### config.mk
export PLATFORM = sky130hd
export DESIGN_NAME = div_seq_core
export DESIGN_NICKNAME = d
export VERILOG_FILES = /design/src/rtl/div_pkg.sv /design/src/rtl/div_step.sv /design/src/rtl/div_seq_core.sv
export SDC_FILE = /design/constraint.sdc
export NUM_CORES = 1
export LEC_CHECK = 0
export CAP_MARGIN = 0
export CORE_MARGIN = 8
export CORE_UTILIZATION = 40
export CTS_CLUSTER_DIAMETER = 60
export DETAILED_ROUTE_END_ITERATION = 8
export GPL_TIMING_DRIVEN = 0
export PLACE_DENSITY = 0.71
export SYNTH_ARGS = -nofsm -noshare
export SYNTH_HDL_FRONTEND = slang
export SYNTH_SLANG_ARGS = --single-unit
### constraint.sdc
create_clock -name clk -period 2.2 [get_ports clk]
set_input_delay 0.66 -clock clk [delete_from_list [all_inputs] [get_ports clk]]
set_output_delay 0.66 -clock clk [all_outputs]
set_load 0.005 [all_outputs]
### src/rtl/div_pkg.sv
// div_pkg: shared types, constants and helpers for the sequential divider.
// The optional signed mode is selected by the DIV_SIGNED_EN macro in div_seq_core.
package div_pkg;

  localparam int DIV_WIDTH_DEFAULT = 8;

  typedef enum logic [2:0] {
    IDLE = 3'd0,
    LOAD = 3'd1,
    RUN  = 3'd2,
    FIX  = 3'd3,
    DONE = 3'd4
  } divState_e;

  // Width of the iteration counter; a single-bit operand still needs one counter bit.
  function automatic int cntWidth(input int width);
    return (width > 1) ? $clog2(width) : 1;
  endfunction

  // Quotient reported for a zero divisor: all ones at the requested width.
  function automatic logic [63:0] divzero_quotient(input int width);
    logic [63:0] ones;
    ones = '1;
    return ones >> (64 - width);
  endfunction

endpackage

### src/rtl/div_step.sv
// div_step: one combinational restoring-division iteration.
// Shifts {partial remainder, shift register} left by one, trial-subtracts the
// divisor at WIDTH+1 bits and keeps the difference when it is non-negative.
// The returned shift register has a zero LSB; the caller merges in qBit_o.
module div_step
  import div_pkg::*;
#(
  parameter int WIDTH = DIV_WIDTH_DEFAULT
) (
  input  logic [WIDTH-1:0] partRem_i,
  input  logic [WIDTH-1:0] shiftReg_i,
  input  logic [WIDTH-1:0] divisor_i,
  output logic [WIDTH-1:0] partRem_o,
  output logic [WIDTH-1:0] shiftReg_o,
  output logic             qBit_o
);

  logic [WIDTH:0] shiftedRem;
  logic [WIDTH:0] trial;

  // Trial subtraction; a set MSB on the difference means the divisor did not fit.
  always_comb begin
    shiftedRem = {partRem_i, shiftReg_i[WIDTH-1]};
    trial      = shiftedRem - {1'b0, divisor_i};
    qBit_o     = ~trial[WIDTH];
    partRem_o  = qBit_o ? trial[WIDTH-1:0] : shiftedRem[WIDTH-1:0];
    shiftReg_o = shiftReg_i << 1;
  end

endmodule

### src/rtl/div_seq_core.sv
// div_seq_core: iterative radix-2 restoring divider, one quotient bit per cycle.
// Optional macro DIV_SIGNED_EN: two's complement operands with a FIX cycle that
// applies the result signs (latency WIDTH+3 edges instead of WIDTH+2).
module div_seq_core
  import div_pkg::*;
#(
  parameter int WIDTH = DIV_WIDTH_DEFAULT
) (
  input  logic             clk,
  input  logic             rst_n,
  input  logic             ena,
  input  logic             start,
  input  logic [WIDTH-1:0] dividend,
  input  logic [WIDTH-1:0] divisor,
  output logic             busy,
  output logic             done,
  output logic [WIDTH-1:0] quotient,
  output logic [WIDTH-1:0] remainder,
  output logic             div_by_zero
);

  localparam int CntW = cntWidth(WIDTH);
  localparam logic [CntW-1:0] LastCount = CntW'(WIDTH - 1);

  divState_e        state_q, state_d;
  logic [WIDTH-1:0] dividend_q, dividend_d;
  logic [WIDTH-1:0] divisor_q, divisor_d;
  logic [WIDTH-1:0] partRem_q, partRem_d;
  logic [WIDTH-1:0] shiftReg_q, shiftReg_d;
  logic [CntW-1:0]  count_q, count_d;
  logic [WIDTH-1:0] quotient_q, quotient_d;
  logic [WIDTH-1:0] remainder_q, remainder_d;
  logic             dbz_q, dbz_d;
  logic             done_q, done_d;
`ifdef DIV_SIGNED_EN
  logic             quotNeg_q, quotNeg_d;
  logic             remNeg_q, remNeg_d;
`endif

  logic [WIDTH-1:0] stepRem;
  logic [WIDTH-1:0] stepShift;
  logic             stepQBit;
  logic [WIDTH-1:0] stepShiftMerged;

  div_step #(.WIDTH(WIDTH)) uStep (
    .partRem_i  (partRem_q),
    .shiftReg_i (shiftReg_q),
    .divisor_i  (divisor_q),
    .partRem_o  (stepRem),
    .shiftReg_o (stepShift),
    .qBit_o     (stepQBit)
  );

  assign stepShiftMerged = stepShift | WIDTH'(stepQBit);

  // Next-state and datapath control; everything holds while ena is low.
  always_comb begin
    state_d     = state_q;
    dividend_d  = dividend_q;
    divisor_d   = divisor_q;
    partRem_d   = partRem_q;
    shiftReg_d  = shiftReg_q;
    count_d     = count_q;
    quotient_d  = quotient_q;
    remainder_d = remainder_q;
    dbz_d       = dbz_q;
    done_d      = 1'b0;
`ifdef DIV_SIGNED_EN
    quotNeg_d   = quotNeg_q;
    remNeg_d    = remNeg_q;
`endif
    if (ena) begin
      case (state_q)
        IDLE, DONE: begin
          if (start) begin
            dividend_d = dividend;
            divisor_d  = divisor;
            state_d    = LOAD;
          end
        end
        LOAD: begin
          if (divisor_q == '0) begin
            quotient_d  = WIDTH'(divzero_quotient(WIDTH));
            remainder_d = dividend_q;
            dbz_d       = 1'b1;
            done_d      = 1'b1;
            state_d     = DONE;
          end else begin
            partRem_d = '0;
            count_d   = LastCount;
`ifdef DIV_SIGNED_EN
            shiftReg_d = dividend_q[WIDTH-1] ? -dividend_q : dividend_q;
            divisor_d  = divisor_q[WIDTH-1] ? -divisor_q : divisor_q;
            quotNeg_d  = dividend_q[WIDTH-1] ^ divisor_q[WIDTH-1];
            remNeg_d   = dividend_q[WIDTH-1];
`else
            shiftReg_d = dividend_q;
`endif
            state_d = RUN;
          end
        end
        RUN: begin
          partRem_d  = stepRem;
          shiftReg_d = stepShiftMerged;
          count_d    = count_q - CntW'(1);
          if (count_q == '0) begin
`ifdef DIV_SIGNED_EN
            state_d = FIX;
`else
            quotient_d  = stepShiftMerged;
            remainder_d = stepRem;
            dbz_d       = 1'b0;
            done_d      = 1'b1;
            state_d     = DONE;
`endif
          end
        end
        FIX: begin
`ifdef DIV_SIGNED_EN
          quotient_d  = quotNeg_q ? -shiftReg_q : shiftReg_q;
          remainder_d = remNeg_q ? -partRem_q : partRem_q;
          dbz_d       = 1'b0;
          done_d      = 1'b1;
          state_d     = DONE;
`else
          state_d = IDLE;
`endif
        end
        default: state_d = IDLE;
      endcase
    end
  end

  // State and datapath registers, cleared asynchronously by rst_n.
  always_ff @(posedge clk or negedge rst_n) begin
    if (!rst_n) begin
      state_q     <= IDLE;
      dividend_q  <= '0;
      divisor_q   <= '0;
      partRem_q   <= '0;
      shiftReg_q  <= '0;
      count_q     <= '0;
      quotient_q  <= '0;
      remainder_q <= '0;
      dbz_q       <= 1'b0;
      done_q      <= 1'b0;
`ifdef DIV_SIGNED_EN
      quotNeg_q   <= 1'b0;
      remNeg_q    <= 1'b0;
`endif
    end else begin
      state_q     <= state_d;
      dividend_q  <= dividend_d;
      divisor_q   <= divisor_d;
      partRem_q   <= partRem_d;
      shiftReg_q  <= shiftReg_d;
      count_q     <= count_d;
      quotient_q  <= quotient_d;
      remainder_q <= remainder_d;
      dbz_q       <= dbz_d;
      done_q      <= done_d;
`ifdef DIV_SIGNED_EN
      quotNeg_q   <= quotNeg_d;
      remNeg_q    <= remNeg_d;
`endif
    end
  end

  // Status and result outputs, decoded from registers only.
  always_comb begin
    busy        = (state_q == LOAD) || (state_q == RUN) || (state_q == FIX);
    done        = done_q;
    quotient    = quotient_q;
    remainder   = remainder_q;
    div_by_zero = dbz_q;
  end

endmodule

Word level (Yosys, flattened, before mapping)

Cells that the tools add are included.
W data, S select, Z words.

Register bits after elaboration: 56

Bitwise operators: 2
Muxes and demuxes: 24
$add $sub $neg: 2
Reductions and logical operators: 11
Eq/ne operators: 8

Operators with widths:

| kind                  | count |
|---|---|
| $pmux W8 S2           | 4 |
| $mux W8               | 7 |
| $mux W3               | 4 |
| $pmux W3 S3           | 1 |
| $reduce_and A3 Y1     | 3 |
| $sub A9 B8 Y9         | 1 |
| $logic_not A8 Y1      | 1 |
| $ne A2 B2 Y1 const B  | 4 |
| $or A8 B1 Y8          | 1 |
| $eq A3 B2 Y1 const B  | 2 |
| $logic_not A3 Y1      | 2 |
| $pmux W3 S2           | 1 |
| $mux W1               | 5 |
| $pmux W1 S2           | 2 |
| $reduce_and A4 Y1     | 1 |
| $eq A3 B1 Y1 const B  | 1 |
| $eq A3 B3 Y1 const B  | 1 |
| $sub A3 B1 Y3 const B | 1 |
| $logic_or A1 B1 Y1    | 2 |
| $reduce_bool A2 Y1    | 1 |
| $reduce_or A2 Y1      | 1 |
| $not A1 Y1            | 1 |

Logic depth before layout (Yosys ltp)

Gate-level depths: netlist of the first run.

Depth in word-level cells: 5
Depth in mapped cells: 10
Gate-level depth less buffers: 10

Hierarchy

Synthesis of the first run repeated with hierarchy kept, for this count alone.

Cells, all modules: 234
Area, all modules: 2,971.6 um^2

Modules (own cells, without submodules):

| module       | area each (um^2) | times used | cells each |
|---|---|---|---|
| div_seq_core | 2,422.3          | 1          | 167 |
| div_step     | 549.3            | 1          | 67 |

Worst setup path before layout of the first run

No wires, ideal clock.

Kind: register to register
Start: register shiftReg_q[7]
End: register partRem_q[2]
Data required time: 2.075 ns
Buffers on the path: 0
Path slack: -0.091 ns
Data arrival time: 2.166 ns
Stages on the path, launching flop included: 11
Path through: dfrtp_1 -> inv_1 -> ha_1 -> inv_1 -> fa_1 -> a211oi_2 -> nor3_2 -> mux2i_2 -> nor2_8 -> mux2i_1 -> mux2_2

Longest elaborated chain between the ends: 3

Ends and longest elaborated chain:

| item                   | RTL line            | source |
|---|---|---|
| from (decl)            | div_seq_core.sv:29  | `logic [WIDTH-1:0] shiftReg_q, shiftReg_d;` |
| from (signal assigned) | div_seq_core.sv:156 | `shiftReg_q <= shiftReg_d;` |
| $sub A9 B8 Y9          | div_step.sv:24      | `trial = shiftedRem - {1'b0, divisor_i};` |
| $mux W8                | div_step.sv:26      | `partRem_o = qBit_o ? trial[WIDTH-1:0] : shiftedRem[WIDTH-1:0];` |
| $pmux W8 S2            | div_seq_core.sv:73  | `case (state_q)` |
| to (signal assigned)   | div_seq_core.sv:155 | `partRem_q <= partRem_d;` |
| to (decl)              | div_seq_core.sv:28  | `logic [WIDTH-1:0] partRem_q, partRem_d;` |

No other way between the ends.
A chain may end at the register's enable or synchronous reset.

Worst setup path after layout of the first run

Ends and elaborated chain as after synthesis.

==> results of run 1 <==
==> power by group <==
group          internal [mW]  total (mW)  switching, mW
logic                   1.46        2.92           1.45
registers               1.46        1.80          0.341
clock network          0.228       0.576          0.348
total                   3.15        5.29           2.14
==> final cells by class <==
| cell class | instances | area [µm²] | area share (%) |
|---|---|---|---|
| buffer | 10 | 83.83 | 2.332 |
| clock buffer | 6 | 72.57 | 2.019 |
| tap | 99 | 123.9 | 3.446 |
| clock inverter | 2 | 16.27 | 0.4525 |
| multi-input combinational | 187 | 1421 | 39.54 |
| timing repair buffer | 42 | 420.4 | 11.70 |
| sequential | 56 | 1403 | 39.02 |
| inverter | 13 | 53.80 | 1.497 |
==> cells in the final DEF, fill, tap and decap left out, types with 3 or more instances in the layout <==
cell type	count
nor2_1	11
and3_1	3
o22a_1	8
mux2_2	12
a21oi_1	13
inv_1	10
mux2i_2	4
nor2b_1	3
o21ai_1	4
mux2i_1	9
o22ai_1	3
o21ai_0	27
dfrtp_1	55
nand2_1	34
a21o_1	4
clkbuf_8	5
ha_1	8
clkdlybuf4s50_1	36
buf_4	7
xnor2_1	3
==> worst max-delay path, stage by stage (launching register included) <==
cell and delay [ns]:
dfrtp_1 0.39, inv_2 0.09, ha_4 0.14, inv_2 0.03, fa_2 0.36, a211oi_4 0.24
nor3_2 0.10, mux2i_4 0.34, nor2_4 0.11, mux2i_2 0.18, mux2_2 0.26
==> repair_timing <==
action | 4_1_cts | 5_1_grt
endpoints found under the setup margin | 36 | 34
setup buffers | 3 | 0
hold buffers | 0 | 0
endpoints found under the hold margin | 0 | 0
pin swaps | 4 | 0
gates resized for setup | 10 | 7
cloned | 1 | 0
==> cell families after synthesis <==
logic type / count (synthesis)
compound gates: 75
simple gates: 67
flops: 56
mux: 28
buf+inv: 24
fa+ha+maj: 11
xor+xnor: 5
==> path summary, 6_finish.rpt <==
check | startpoint | end | slack [ns]
worst max-delay path | shiftReg_q[7] | partRem_q[2] | -0.14
worst min-delay path | rst_n | dividend_q[3] | 0.28
worst max register to register | shiftReg_q[7] | partRem_q[2] | -0.14
worst min register to register | quotient[1] | quotient[1] | 0.50
max in group asynchronous | rst_n | state_q[1] | 1.36
min in group clk | quotient[1] | quotient[1] | 0.50
==> registers in the layout, summed over array words and instances, names as in the netlist <==
register / cells
dividend_q: 8
divisor_q: 8
partRem_q: 8
quotient: 8
remainder: 8
shiftReg_q: 8
count_q: 3
state_q: 3
div_by_zero: 1
done: 1
==> layer usage <==
| metal | vias to the layer above | wire length (µm) |
|---|---|---|
| li1 | 1041 | - |
| met1 | 1079 | 3085 |
| met2 | 48 | 3302 |
| met3 | 11 | 251 |
| met4 | 0 | 112 |
| met5 | - | 0 |
==> per-stage QoR <==
stage | setup WS [ns] | instance area [µm²] | setup TNS [ns]
after detailed placement | -0.6161 | 3407 | -19.12
after floorplan | -0.004683 | 2888 | -0.004683
after global placement | -1.269 | 3392 | -90.06
after global routing | -0.2329 | 3595 | -3.386
after CTS | -0.1343 | 3565 | -1.680
final | -0.1449 | 3595 | -1.796
==> results.yml, run 1 <==
floorplanning:
  die_y_um: 100.7
  ioPinCount: 39
  core-area_um2: 7098
  die-width_um: 100.7
  die_area_um2: 10150
  start_util_pct: 40.47
  rows: 31
detailed_routing:
  drc: 0
  drtIter0Drc: 129
  first_pass_iters: 4
  via_per_inst: 5.251
  vias: 2179
  antenna_left: 0
  wire_per_inst_um: 16.27
  routed_wirelength_um: 6751
finish:
  diodes: 0
  fillers: 649
  syn2layout_area_growth_pct: 25.13
  finalNetCount: 346
  final_cells: 415
  drive_above_1_share_pct: 19.62
  fin_util_pct: 50.64
run_status:
  violations: "setup timing"
  status: "finished with violations"
timing:
  rsz0062_at_grt: "true"
  finalSetupViolCount: 17
  finClkSkew_ns: 0.01318
  relSlewSlack_pct: 69.71
  period_needed_ns: 2.345
  worst_slew_pin_slew_ns: 0.4544
  worst_slack_ns: -0.1449
  fin_crit_sh_pct: 106.6
  finalHoldViolCount: 0
  slew_violations: 0
  max_clock_freq_mhz: 426.5
  fin_hold_ws_ns: 0.2832
worst_setup_path:
  cp.arrival_ns: 2.54
  critPathMaxFanout: 4
  crit_path_end_kind: "flop"
  cp.required_ns: 2.40
  start_kind: "flop"
  path_class: "flop to flop"
  rr_worst_depth: 10
synth:
  yosysTopAreaCell: "dfrtp_1"
  synth_simple_gate_area_share_pct: 12.20
  synth_compound_area_share_pct: 17.07
  synth_top_family_by_area: "compound AO/OA/AOI/OAI gates"
  synthTopCellsByArea: "dfrtp_1 (49%), o21ai_0 (5.1%), mux2i_1 (4.9%)"
  ys.flop_type: "dfrtp_1"
  synth_top_area_share_pct: 48.78
  ys_top_cells_by_count: "dfrtp_1 (56), nand2_1 (34), o21ai_0 (29)"
  netlist_area_um2: 2873
  synth_edf_count: 0
  synth_cell_types: 52
  yosys_warnings: 0
  syn-num-nets: 297
  synth-seq-cells: 56
  synth.most_common_cell: "dfrtp_1"
  synthAdderAreaFrac_pct: 5.052
  async_flop_share_pct: 100.0
  avgSynthCellArea_um2: 10.80
  seq_area_frac_synth_pct: 48.78
  synth.area.mux_share_pct: 10.58
  syn_inst: 266
  synth_xor_area_share_pct: 1.524
grt:
  gr-usage-met3_pct: 2.279
  grt_first_pass_wirelength_um: 11190
  grt_max_degree: 40
  gr-max-usage-layer: "met2"
  use_met2_pct: 23.08
  gr-total-overflow: 0
  grt_antenna_before_repair: 0
  grt_usage_pct: 14.03
  grt_pass1_vias: 2251
  met1_usage_pct: 17.95
job:
  cap_violations: 0
clock_tree:
  cts.sinks: 56
  clock_path_buffers: 2
  clkTransAtPathRegs_ns: 0.10
  htree_num_levels: 2
  clock_latency_ns: 0.31
  cts_root_buf: "clkbuf_8"
  cts_buffers: 5
  cts_tree: "yes"
place:
  gp_congestion: 0.7793
  place_hpwl_um: 4819
  port_buffers: 38
  dp_cells: 404
power:
  p_per_area_nw_per_um2: 1473
  ir_drop_uv: 634.2
  p_total_mw: 5.294
  p_leak_nw: 1.596
worst_hold_path:
  min_path_type: "input port to async pin"
Note: power is estimated with default switching activity, not from simulation.
==> inputs of run 2 (changes only) <==
CORE_ASPECT_RATIO = 1.4   (was default)
CTS_CLUSTER_DIAMETER = 40   (was 60)
==> results.yml, run 2 (synthesis gave the netlist of run 1 again) <==
run_status:
  status: "finished with violations"
  violations: "setup timing"
clock_tree:
  clkTransAtPathRegs_ns: 0.10
  clock_latency_ns: 0.31
  cts_buffers: 5
  clock_path_buffers: 2
  cts_tree: "yes"
  htree_num_levels: 2
  holdBufCountCts: 0
  cts_root_buf: "clkbuf_8"
  cts.sinks: 56
finish:
  layout_common_cells: "dfrtp_1 (55), clkdlybuf4s50_1 (36), nand2_1 (34), o21ai_0 (24), a21oi_1 (13)"
  final_common_cell: "dfrtp_1"
  syn2layout_area_growth_pct: 27.57
  finalNetCount: 350
  final_area_um2: 3665
  diodes: 0
  drive_above_1_share_pct: 20.63
worst_setup_path:
  path_class: "flop to flop"
  crit_path_end_kind: "flop"
  cp.arrival_ns: 2.58
  start_kind: "flop"
  cp.required_ns: 2.40
  critPathMaxFanout: 4
detailed_routing:
  routed_wirelength_um: 6716
  topRoutingLayerUsed: "met4"
  drc: 0
  via_per_inst: 5.207
  first_pass_iters: 4
  vias: 2161
  dr_wl_met2_um: 3688
  wire_per_inst_um: 16.18
  drtIter0Drc: 48
  wirelength_met1_um: 2725
  wl_met3_um: 162
  antenna_left: 0
floorplanning:
  core-area_um2: 6982
  start_util_pct: 41.15
  die-width_um: 87.63
  rows: 36
  die_y_um: 116.3
  die_area_um2: 10190
  ioPinCount: 39
grt:
  grt_pass1_vias: 2368
  grt_antenna_before_repair: 0
  grt_usage_pct: 14.45
  grt_first_pass_wirelength_um: 11430
  grt_max_degree: 41
  gr-total-overflow: 0
worst_hold_path:
  min_path_type: "input port to async pin"
timing:
  finClkSkew_ns: 0.006800
  finalHoldViolCount: 0
  worst_slack_ns: -0.1755
  setup_tns_ns: -2.264
  relSlewSlack_pct: 69.59
  max_clock_freq_mhz: 421.0
  fin_hold_ws_ns: 0.2669
  rsz0062_at_grt: "true"
  fin_crit_sh_pct: 108.0
  finalSetupViolCount: 18
  slew_violations: 0
  period_needed_ns: 2.375
  worst_slew_pin_slew_ns: 0.4513
place:
  port_buffers: 38
  gp_congestion: 0.7837
  place_hpwl_um: 4984
  postPlaceCellArea_um2: 3402
power:
  p_per_area_nw_per_um2: 1505
  p_leak_nw: 1.649
  p_total_mw: 5.514
  ir_drop_uv: 803.3
job:
  cap_violations: 0
==> run 2: changes by cell type in the layout (fill, tap and decap cells not counted), sizes merged <==
| cell | before | now |
|---|---|---|
| clkinv | 1 | 0 |
| clkbuf | 8 | 10 |
| bufinv | 0 | 1 |
| buf | 13 | 16 |
| clkinvlp | 1 | 0 |
==> run 2: routing by layer <==
metal  vias up  GRT usage, %
li1       1045             -
met1      1080         15.27
met2        29         26.47
met3         7         2.535
met4         0         7.604
met5         -             0
==> run 2: final timing paths <==
path | from | to | slack (ns) | depth (start not counted)
min in group clk | quotient[4] | quotient[4] | 0.50 | 1
max | shiftReg_q[7] | partRem_q[2] | -0.18 | 10
max reg2reg | shiftReg_q[7] | partRem_q[2] | -0.18 | 10
min | rst_n | dividend_q[0] | 0.27 | 1
max in group asynchronous | rst_n | dividend_q[5] | 1.39 | 2
min reg2reg | quotient[4] | quotient[4] | 0.50 | 1
==> run 2: where the power goes <==
group          switching, mW  internal, mW  leakage, nW  total (mW)
registers              0.329          1.46        0.710        1.79
logic                   1.49          1.51        0.875        3.00
clock network          0.321         0.402       0.0645       0.723
total                   2.14          3.38         1.65        5.51
==> run 2: what timing repair did <==
item / 4_1_cts / 5_1_grt
pin swaps: 4 / 0
resized for setup: 14 / 8
buffers inserted: 4 / 2
cloned: 1 / 0
setup endpoints to repair: 34 / 32
==> run 2: per-stage QoR <==
stage	util (%)	instances	worst slack, ns
CTS	51.83	413	-0.1546
floorplan	-	266	-0.004683
detailed placement	48.73	400	-0.5540
global placement	48.51	399	-1.281
global route	52.49	415	-0.2470
finish	52.49	415	-0.1755
==> run 2: area by class of cell <==
class	instances	area, µm²
sequential	56	1403
fill	609	3317
inverter	13	53.80
timing repair buffer	45	446.7
clock buffer	7	96.34
buffer	11	87.58
multi-input combinational	187	1429
tap	95	118.9
clock inverter	1	30.03
==> run 2: critical path, stage by stage, from the launching register on <==
cell	delay, ns
dfrtp_1	0.39
inv_2	0.08
ha_4	0.13
inv_2	0.03
fa_2	0.36
a211oi_4	0.29
nor3_4	0.09
mux2i_4	0.33
nor2_4	0.11
mux2i_2	0.18
mux2_2	0.27
==> inputs of run 3 (changes only) <==
CORE_MARGIN = default   (was 8)
CORE_UTILIZATION = 49   (was 40)
PLACE_DENSITY = 0.82   (was 0.71)
SKIP_CTS_REPAIR_TIMING = 1   (was default)
==> results.yml, run 3 (synthesis gave the netlist of run 1 again) <==
run_status:
  status: "finished with violations"
  violations: "setup timing"
worst_setup_path:
  cp.required_ns: 2.45
  rr_worst_depth: 10
  crit_path_end_kind: "flop"
  path_class: "flop to flop"
  crit_path_end: "remainder[2]"
  r2r_setup_slack_ns: -0.21
  cp.arrival_ns: 2.66
  timing.rr.start: "shiftReg_q[7]"
  max_stage_delay_ns: 0.39
  worstPathCellList: "inv_2 -> ha_4 -> inv_2 -> fa_2 -> a211oi_4 -> nor3_2 -> mux2i_4 -> nor2_8 -> mux2i_2 -> o22a_1"
  worstReg2RegEnd: "remainder[2]"
  critPathMaxFanout: 5
  path_common_cell: "inv_2"
  cpMaxStageDelayCell: "dfrtp_1"
  start_kind: "flop"
  setup.worst_path.start: "shiftReg_q[7]"
timing:
  relSlewSlack_pct: 72.96
  worst_slew_pin_slew_ns: 0.4057
  max_clock_freq_mhz: 414.8
  slew_violations: 0
  fin_crit_sh_pct: 109.6
  rsz0062_at_grt: "true"
  finClkSkew_ns: 0.01150
  setup_tns_ns: -2.694
  worst_slack_ns: -0.2107
  period_needed_ns: 2.411
  finalHoldViolCount: 0
  finalSetupViolCount: 17
detailed_routing:
  routed_wirelength_um: 6571
  drtIter0Drc: 100
  first_pass_iters: 4
  drc: 0
  wire_per_inst_um: 17.20
  antenna_left: 0
  vias: 2187
  via_per_inst: 5.725
finish:
  drive_above_1_share_pct: 20.38
  final_common_cell: "dfrtp_1"
  layout_common_cells: "dfrtp_1 (54), clkdlybuf4s50_1 (36), nand2_1 (34), o21ai_0 (22), a21oi_1 (13)"
  final_cells: 382
  fillers: 453
  final_area_um2: 3566
  syn2layout_area_growth_pct: 24.13
  finalNetCount: 345
  diodes: 0
  fin_util_pct: 64.07
clock_tree:
  htree_num_levels: 2
  cts_tree: "yes"
  clock_path_buffers: 2
  clkTransAtPathRegs_ns: 0.10
  cts.sinks: 56
  clock_latency_ns: 0.31
  cts_root_buf: "clkbuf_8"
  cts_buffers: 5
power:
  p_leak_nw: 1.583
  p_total_mw: 5.462
  p_per_area_nw_per_um2: 1532
  ir_drop_uv: 870.2
place:
  postPlaceCellArea_um2: 3368
  dp_cells: 373
  gp_congestion: 0.8686
  place_hpwl_um: 4690
  port_buffers: 38
floorplanning:
  ioPinCount: 39
  die_area_um2: 6177
  core-area_um2: 5565
  die-width_um: 66.71
  rows: 32
  die_y_um: 92.60
  start_util_pct: 51.62
grt:
  grt_usage_pct: 22.86
  grt_first_pass_wirelength_um: 10470
  grt_antenna_before_repair: 0
  grt_pass1_vias: 2221
  gr-total-overflow: 0
  grt_max_degree: 42
job:
  cap_violations: 0
worst_hold_path:
  min_path_type: "input port to async pin"
-- run 3: cell count changes in the layout (fill, tap and decap cells not counted), sizes merged --
cell      previous run  this run
clkinvlp             0         1
clkbuf              10         7
clkinv               0         1
bufinv               1         0
buf                 16        12
-- run 3: final cells by class --
type                    instances  area (µm²)  share of cell area, %
plain buffers                  10       81.33                  2.281
clock buffers                   5       68.82                  1.930
clock inverters                 2       12.51                 0.3509
inverters                      13       53.80                  1.509
multi-input cells             187        1448                  40.60
flip-flops and latches         56        1404                  39.37
well taps                      68       85.08                  2.386
repair buffers                 41       412.9                  11.58
-- run 3: per-layer routing --
layer	global-route usage [%]	wire [µm]
met5	0	0
met4	10.99	159
met3	3.079	278
met2	38.89	3510
met1	27.81	2623
-- run 3: how the worst min path moves through the flow --
stage	from	endpoint	slack [ns]	cells after the start
after floorplan	rst_n	count_q[0]	0.36	0
after global placement	quotient[6]	quotient[6]	0.48	1
after detailed placement	div_by_zero	div_by_zero	0.48	1
after CTS	rst_n	shiftReg_q[7]	0.27	1
after global routing	rst_n	shiftReg_q[7]	0.27	1
final	rst_n	partRem_q[0]	0.25	1
-- run 3: power by group --
group          switching [mW]  internal (mW)  total (mW)
logic                    1.54           1.55        3.09
registers               0.347           1.46        1.81
clock network           0.344          0.217       0.561
-- run 3: critical path: cells and delay by family (launching register included) --
family,cells,cell delay [ns]
AOI/OAI and AO/OA,2,0.44
adders and majority gates,2,0.50
buffers and inverters,2,0.11
DFF,1,0.39
muxes,2,0.53
and+or+nand+nor,2,0.37
-- run 3: stage by stage --
| step | hold WS (ns) | setup slack (ns) |
|---|---|---|
| floorplan | 0.3644 | -0.004683 |
| global placement | 0.4758 | -1.233 |
| detailed placement | 0.4793 | -0.6856 |
| CTS | 0.2677 | -0.3469 |
| global route | 0.2724 | -0.2949 |
| finish | 0.2549 | -0.2107 |
